===== src/rtl/seq_bin2bcd_pkg.sv =====
// Shared display codes and FSM encoding for the sequential binary-to-BCD converter.
// The display codes are consumed by the seven-segment stage as well.
package seq_bin2bcd_pkg;

  localparam logic [3:0] BCD_BLANK      = 4'hD;
  localparam logic [3:0] BCD_MINUS      = 4'hE;
  localparam logic [3:0] BCD_UNDERSCORE = 4'hF;

  typedef enum logic [1:0] {
    IDLE  = 2'd0,
    SHIFT = 2'd1,
    DONE  = 2'd2
  } state_e;

endpackage


===== src/rtl/seq_bin2bcd_add3_digit.sv =====
// Combinational double-dabble correction for one BCD digit: add 3 when the digit is >= 5.
module bcd_add3_digit (
  input  logic [3:0] digit_i,
  output logic [3:0] digit_o
);

  assign digit_o = (digit_i >= 4'd5) ? (digit_i + 4'd3) : digit_i;

endmodule


===== src/rtl/seq_bin2bcd.sv =====
// Sequential double-dabble converter, one magnitude bit per clock, start/busy/done handshake.
// Define SEQ_BIN2BCD_BLANK_EN to blank leading zero digits (digit 0 is always shown).
module seq_bin2bcd
  import seq_bin2bcd_pkg::*;
#(
  parameter int BIN_W  = 14,
  parameter int DIGITS = 5
) (
  input  logic                  clk,
  input  logic                  rst,
  input  logic                  start,
  input  logic [BIN_W-1:0]      bin_in,
  input  logic                  neg_in,
  output logic                  busy,
  output logic                  done,
  output logic [4*DIGITS-1:0]   bcd_out,
  output logic                  neg_out
);

  localparam int CNT_W = $clog2(BIN_W + 1);
  localparam int BCD_W = 4 * DIGITS;

  state_e             state_q, state_d;
  logic [CNT_W-1:0]   cnt_q, cnt_d;
  logic               busy_q, busy_d;
  logic               done_q, done_d;
  logic [BCD_W-1:0]   bcd_q, bcd_d;
  logic               neg_out_q, neg_out_d;

  logic [BCD_W-1:0]   scr_q, scr_d, scr_adj, bcd_fmt;
  logic [BIN_W-1:0]   bin_q, bin_d;
  logic               neg_lat_q, neg_lat_d;

  for (genvar g = 0; g < DIGITS; g++) begin : g_add3
    bcd_add3_digit u_add3 (
      .digit_i (scr_q[4*g +: 4]),
      .digit_o (scr_adj[4*g +: 4])
    );
  end

`ifdef SEQ_BIN2BCD_BLANK_EN
  // Scan from the top digit down; everything above the first non-zero digit is blanked.
  function automatic logic [BCD_W-1:0] blank_leading(input logic [BCD_W-1:0] raw);
    logic             seen;
    logic [BCD_W-1:0] r;
    r    = raw;
    seen = 1'b0;
    for (int i = DIGITS - 1; i >= 1; i--) begin
      if (raw[4*i +: 4] != 4'd0) seen = 1'b1;
      if (!seen) r[4*i +: 4] = BCD_BLANK;
    end
    return r;
  endfunction

  assign bcd_fmt = blank_leading(scr_q);
`else
  assign bcd_fmt = scr_q;
`endif

  always_comb begin
    state_d   = state_q;
    cnt_d     = cnt_q;
    busy_d    = busy_q;
    done_d    = 1'b0;
    bcd_d     = bcd_q;
    neg_out_d = neg_out_q;
    scr_d     = scr_q;
    bin_d     = bin_q;
    neg_lat_d = neg_lat_q;
    case (state_q)
      IDLE: begin
        busy_d = 1'b0;
        if (start) begin
          bin_d     = bin_in;
          neg_lat_d = neg_in & (bin_in != '0);
          scr_d     = '0;
          cnt_d     = CNT_W'(BIN_W);
          busy_d    = 1'b1;
          state_d   = SHIFT;
        end
      end
      SHIFT: begin
        {scr_d, bin_d} = {scr_adj, bin_q} << 1;
        cnt_d          = cnt_q - 1'b1;
        if (cnt_q == CNT_W'(1)) state_d = DONE;
      end
      DONE: begin
        // busy stays set here so it also covers the cycle in which done is visible.
        bcd_d     = bcd_fmt;
        neg_out_d = neg_lat_q;
        done_d    = 1'b1;
        state_d   = IDLE;
      end
      default: state_d = IDLE;
    endcase
  end

  always_ff @(posedge clk or negedge rst) begin
    if (!rst) begin
      state_q   <= IDLE;
      cnt_q     <= '0;
      busy_q    <= 1'b0;
      done_q    <= 1'b0;
      bcd_q     <= '0;
      neg_out_q <= 1'b0;
    end else begin
      state_q   <= state_d;
      cnt_q     <= cnt_d;
      busy_q    <= busy_d;
      done_q    <= done_d;
      bcd_q     <= bcd_d;
      neg_out_q <= neg_out_d;
    end
  end

  // Datapath scratch needs no reset: it is always reloaded when a conversion is accepted.
  always_ff @(posedge clk) begin
    scr_q     <= scr_d;
    bin_q     <= bin_d;
    neg_lat_q <= neg_lat_d;
  end

  assign busy    = busy_q;
  assign done    = done_q;
  assign bcd_out = bcd_q;
  assign neg_out = neg_out_q;

endmodule


===== config.mk =====
export PLATFORM = sky130hd
export DESIGN_NAME = seq_bin2bcd
export DESIGN_NICKNAME = d
export VERILOG_FILES = /design/src/rtl/seq_bin2bcd_pkg.sv /design/src/rtl/seq_bin2bcd_add3_digit.sv /design/src/rtl/seq_bin2bcd.sv
export SDC_FILE = /design/constraint.sdc
export NUM_CORES = 1
export LEC_CHECK = 0
export ABC_AREA = 1
export BUFFER_PORTS_ARGS = -buffer_cell sky130_fd_sc_hd__buf_4
export CAP_MARGIN = 20
export CORE_AREA = 10 10 85 87
export DETAILED_ROUTE_END_ITERATION = 10
export DIE_AREA = 0 0 95 97
export GPL_TIMING_DRIVEN = 0
export HOLD_SLACK_MARGIN = 0.15
export PLACE_DENSITY = 0.89
export SYNTH_ARGS = -nofsm -noshare
export SYNTH_HDL_FRONTEND = slang
export SYNTH_SLANG_ARGS = --single-unit

===== constraint.sdc =====
create_clock -name clk -period 2.2 [get_ports clk]
set_input_delay 0.11 -clock clk [delete_from_list [all_inputs] [get_ports clk]]
set_output_delay 0.11 -clock clk [all_outputs]
set_load 0.1 [all_outputs]

==> run metrics, run 1 <==
cell taking the most area after synthesis edfxtp_1; Routed WL 6810 µm; first-pass GRT wire length 11700 µm; pins over their slew limit 0; vias in the first global route between 2000 and 3000; Antenna diodes 0; Max Freq between 0.5 and 0.6 GHz; CTS tree done; Slew Limit Headroom 0.437; Initial Util 0.564; met1 Track Usage GR 0.173; Port Buf Inserts 40; Fin. Hold Viols 0; area grow syn2layout 25.3%; Vias roughly 2500; Setup-failing EPs final 0; pin count of the biggest net entering global routing 37; Final GP Congestion between 0.7 and 0.8; top_reg_cell synth edfxtp_1; HPWL Detailed about 4600 µm; fin crit share 0.782; clock skew 0.00716 ns; Die Wd 95 µm; Max Buffers Root-to-Sink 2; CTS HTree Levels 3; RSZ-0062 raised after global routing no; most instantiated cells after synthesis nand2_1, inv_1, nor2_1, edfxtp_1, dfrtp_1; maxcap violations 0; worst hold path type in -> async; Residual DRC 0; global routing's busiest layer met2; YS warnings 0; met3 global-route usage 0.0463; row cnt 27; vias per cell between 5 and 6; Synth cell types 21; die area between 0.009 and 0.01 mm²; startpoint types register; syn avg cell area between 8 and 9 µm²; Crit-path slowest cell nand2_2; Critical Path AT between 1.5 and 2 ns; worst-path fanout max 36; routed length per instance ~14 µm; Cells after Synth around 350; Sum Neg Setup Slack 0 ns; number of synthesized flops with an enable pin 35; IO Count 41; most frequent cell after synthesis nand2_1; sequential area share after synthesis 0.576; Worst-path clk slew 0.07 ns; status complete, no violations; CTS Root Cell clkbuf_8; synthesized area about 0.0031 mm²; core area about 0.0055 mm²; Setup CP Type reg -> reg; clock sink count 64; CP endpoint kind register; CP cell instances inv_1 > nand3_2 > nand2_2; WP data required around 2.2 ns; DRT iter0 DRCs approximately 120; drt first pass iters 5; Nets about 450; met2 Track Usage GR 0.268; GRT Residual Overflow 0; initial antenna violation count 0; Slew @ Worst Pin roughly 0.84 ns; Skew-Pair Late Insertion Delay 0.34 ns; number of CTS-inserted buffers 9; gr usage total 0.158; Final Critical Period 1.72 ns; share of layout cells above drive strength 1 0.164; Synth area leaders edfxtp_1, dfrtp_1, nand2_1, inv_1, nor2_1; flops & latches, synth 64; Synthesized Nets around 380; Final ANT Viol Nets 0; top-area cell type share of the netlist area 0.340; post-CTS resize count 0; FFs w/ async S/R, synth 0.453; Max stage delay on crit path ~0.65 ns; die span in y between 90 and 100 µm
## path summary, 6_finish.rpt
check,cells past startpoint,from,slack [ns],to
max,3,state_q[0],0.48,bcd_fmt[15]
min,2,rst,0.22,bcd_out[8]
max reg2reg,3,state_q[0],0.48,bcd_fmt[15]
min reg2reg,2,neg_lat_q,0.47,neg_out
max in group asynchronous,2,rst,1.70,cnt_q[1]
min in group clk,2,neg_lat_q,0.47,neg_out
## layout make-up
class / count / area, µm²
sequential: 64 / 1780
fill: 421 / 1610
clock inverter: 2 / 35.0
timing repair buffer: 57 / 470
multi-input combinational: 230 / 1070
clock buffer: 14 / 183
tap: 72 / 90.1
buffer: 8 / 60.1
inverter: 47 / 179
## layout by cell type (no fill, tap or decap)
cell	count
clkinv_2	1
nor3_1	5
clkbuf_8	13
nand2_2	2
o21ai_1	5
buf_6	2
inv_4	1
a21oi_1	8
nand3_2	1
buf_2	3
nor2_1	41
dfrtp_1	29
nand2_4	1
o21a_1	1
nand2_1	114
inv_1	45
inv_2	1
buf_4	43
nand3_1	9
dlygate4sd3_1	17
bufinv_16	1
nand4_1	8
o21ai_0	23
ha_1	12
edfxtp_1	35
clkbuf_1	1
## kinds of logic (layout without fill, tap and decap cells)
kind of cell	after synthesis	after routing	share of synthesized area
fa+ha+maj	12	12	0.0486
buf+inv	55	128	0.0774
compound gates	37	37	0.0608
simple gates	181	181	0.238
flops	64	64	0.576
## stage by stage
stage	hold WS, ns	instance area (µm²)	setup WS (ns)	util	instances
after floorplan	-0.186	3090	0.398	-	349
after global placement	0.0481	3480	0.0258	0.635	461
after detailed placement	0.0555	3480	0.464	0.636	461
after CTS	0.235	3870	0.454	0.707	494
after global routing	0.279	3870	0.332	0.707	494
final	0.224	3870	0.479	0.707	494
## worst max-delay path, delay by kind of cell (launching register included)
family,cells,cell delay (ns)
DFF,1,0.43
and+or+nand+nor,2,0.79
buffers and inverters,1,0.12
## registers in the layout, summed over array words and instances (netlist names)
register,count
neg_out,1
cnt_q,4
bcd_out,20
done,1
busy,1
bcd_fmt,20
neg_lat_q,1
state_q,2
bin_q,14
## layer usage
metal,vias to the layer above,share of wire
met2,83,0.52
met4,0,0.022
met3,16,0.071
li1,1250,-
met5,-,0
met1,1180,0.39
## timing repair
action | 4_1_cts | 5_1_grt
setup buffers | 0 | 0
hold buffers | 17 | 0
hold endpoints to repair | 46 | 0
Power of run 1 is not shown: default switching activity piles up to over one toggle a cycle in this logic, so the estimate is an artifact.
==> inputs of run 2 (changes only) <==
Settings changed: ABC_AREA 1 to 0, CORE_AREA 10 10 85 87 to 10 10 83 85, DIE_AREA 0 0 95 97 to 0 0 93 95, PLACE_DENSITY 0.89 to 0.9.
Clock period 2.2 ns to 1.8 ns, I/O delays scaled along.
==> run metrics, run 2 <==
Fin. Hold Viols 0 (unchanged); pin count of the biggest net entering global routing 35 (-5.4%); DP Worst Slack -0.175 ns (-0.639 ns); row cnt 27 (unchanged); sequential area share after synthesis 0.603 (+0.0274); drt first pass iters 5 (unchanged); Cells after Synth 269 (-23%); cell taking the most area after synthesis edfxtp_1; CTS Root Cell clkbuf_8; GRT Residual Overflow 0 (unchanged); die area 0.00884 mm² (-4.1%); startpoint types register; most common cell after layout, fill and taps aside nand2_1; Final ANT Viol Nets 0 (unchanged); initial antenna violation count 0 (unchanged); CTS HTree Levels 3 (unchanged); Die Wd 93 µm (-2.1%); Skew-Pair Late Insertion Delay 0.34 ns (about the same); pins over their slew limit 0 (unchanged); area grow syn2layout 26.5%; syn avg cell area 11.0 µm² (+24%); top-area cell type share of the netlist area 0.357 (+0.0162); Layout fillers 393 (-6.7%); Worst-path clk slew 0.07 ns (about the same); status complete, no violations; Final GP Congestion 0.839 (+6.6%); core area 0.00534 mm² (-2.5%); RSZ-0062 raised after global routing no; CTS tree done; Routed WL 6800 µm (-0.21%); most frequent cells in the layout nand2_1, buf_4, edfxtp_1, dfrtp_1, o21ai_0; YS warnings 0 (unchanged); Setup-failing EPs final 0 (unchanged); worst hold path type in -> async; number of synthesized flops with an enable pin 35 (unchanged); Antenna diodes 0 (unchanged); DRT iter0 DRCs 155 (+28%); HPWL Detailed 4270 µm (-7.7%); Synth cell types 26 (+24%); vias in the first global route 2280 (-13%); clock sink count 64 (unchanged); multi-input logic area 0.00109 mm² (+1.7%); Nets 366 (-18%); Setup Fix Bufs, Post-CTS 0 (unchanged); fin crit share 0.950 (+0.168); Residual DRC 0 (unchanged); Seq. cell area 0.00178 mm² (unchanged); Synthesized Nets 299 (-21%); most frequent cell after synthesis nand2_1; die span in y 95 µm (-2.1%); Synth area leaders edfxtp_1, dfrtp_1, nand2_1, mux2_2, ha_1; WP data required 1.89 ns (-0.28 ns); Final Critical Period 1.71 ns (-0.0106 ns); synthesized area 0.00295 mm² (-4.5%); worst-path fanout max 4 (-89%); Setup CP Type reg -> reg; routed length per instance 16.5 µm (+19%); vias per cell 5.33 (+4.2%); flops & latches, synth 64 (unchanged); share of layout cells above drive strength 1 0.243 (+0.0799); Slew @ Worst Pin 0.465 ns (-0.377 ns); clock skew 0.00717 ns (+0.0000147 ns); top_reg_cell synth edfxtp_1; first-pass GRT wire length 10800 µm (-7.3%); Slew Limit Headroom 0.690 (+0.253); FFs w/ async S/R, synth 0.453 (unchanged); number of CTS-inserted buffers 9 (unchanged); Critical Path AT 1.80 ns (+0.11 ns); gr usage total 0.158 (-0.000172); CP endpoint kind register; most instantiated cells after synthesis nand2_1, edfxtp_1, dfrtp_1, o21ai_0, mux2_2; maxcap violations 0 (unchanged); Max Freq 0.585 GHz (+0.62%); Port Buf Inserts 40 (unchanged); Vias 2203 (-13%); IO Count 41 (unchanged); Max Buffers Root-to-Sink 2 (unchanged); setup ws final 0.0892 ns (-0.389 ns); Initial Util 0.552 (-0.0120)
run 2: cell types whose count changed after synthesis, moves of 4 or more:
cell      previous run  this run
nand2b_1             0         8
o21ai_0             23        19
nor2_1              41        14
o21ai_1              5         0
nand4_1              8         0
inv_1               45        14
nand2_1            115        72
mux2_2               0        15
nand3_1              9         1
mux2i_1              0         6
xor2_1               0         4
run 2: cell families (layout without fill, tap and decap cells):
logic type | count (synthesis) | in the layout | share of synthesized area
compound gates | 34 | 34 | 0.0616
xor+xnor | 4 | 4 | 0.0119
fa+ha+maj | 12 | 12 | 0.0510
buf+inv | 25 | 97 | 0.0369
flops | 64 | 64 | 0.603
mux | 21 | 21 | 0.0777
simple gates | 109 | 109 | 0.158
run 2: area by class of cell:
type                            instances  share of cell area
Buffer                                 10              0.0141
Clock buffer                           12              0.0416
Clock inverter                          4              0.0114
Inverter                               15              0.0151
Multi-Input combinational cell        180               0.293
Sequential cell                        64               0.477
Tap cell                               72              0.0242
Timing Repair Buffer                   56               0.124
run 2: final timing paths:
path,from,to,slack (ns),depth (start not counted)
min,rst,bcd_out[4],0.21,2
max in group asynchronous,rst,bcd_out[9],1.31,2
max,bcd_fmt[4],bcd_fmt[6],0.09,5
min reg2reg,bcd_out[12],bcd_out[12],0.48,2
max reg2reg,bcd_fmt[4],bcd_fmt[6],0.09,5
min in group clk,start,busy,0.25,3
run 2: routing by layer:
layer  global-route usage  vias to the layer above  part of all wire
met2                0.252                       91              0.51
li1                     -                     1044                 -
met1                0.177                     1049              0.38
met5                    0                        -                 0
met4               0.0823                        0             0.027
met3               0.0698                       19             0.086
run 2: worst max-delay path, stage by stage (launching register included):
cell	delay [ns]
edfxtp_1	0.45
inv_1	0.14
ha_1	0.21
nand2b_1	0.09
a21oi_2	0.22
mux2_2	0.35
run 2: through the flow:
step / area [µm²] / std cells / utilization / hold slack (ns) / setup TNS [ns]
floorplan: 2950 / 269 / - / -0.206 / 0
global placement: 3340 / 381 / 0.626 / 0.0300 / -5.05
detailed placement: 3340 / 381 / 0.626 / 0.0381 / -5.91
CTS: 3700 / 413 / 0.694 / 0.205 / 0
global route: 3730 / 413 / 0.698 / 0.245 / 0
finish: 3730 / 413 / 0.698 / 0.215 / 0
run 2: repair_timing:
action / CTS / global route
gates resized for setup: 1 / 5
hold endpoints to repair: 44 / 0
pin swaps: 0 / 1
endpoints found under the setup margin: 34 / 31
hold buffers: 16 / 0
Power of run 2 is left out for the same reason.
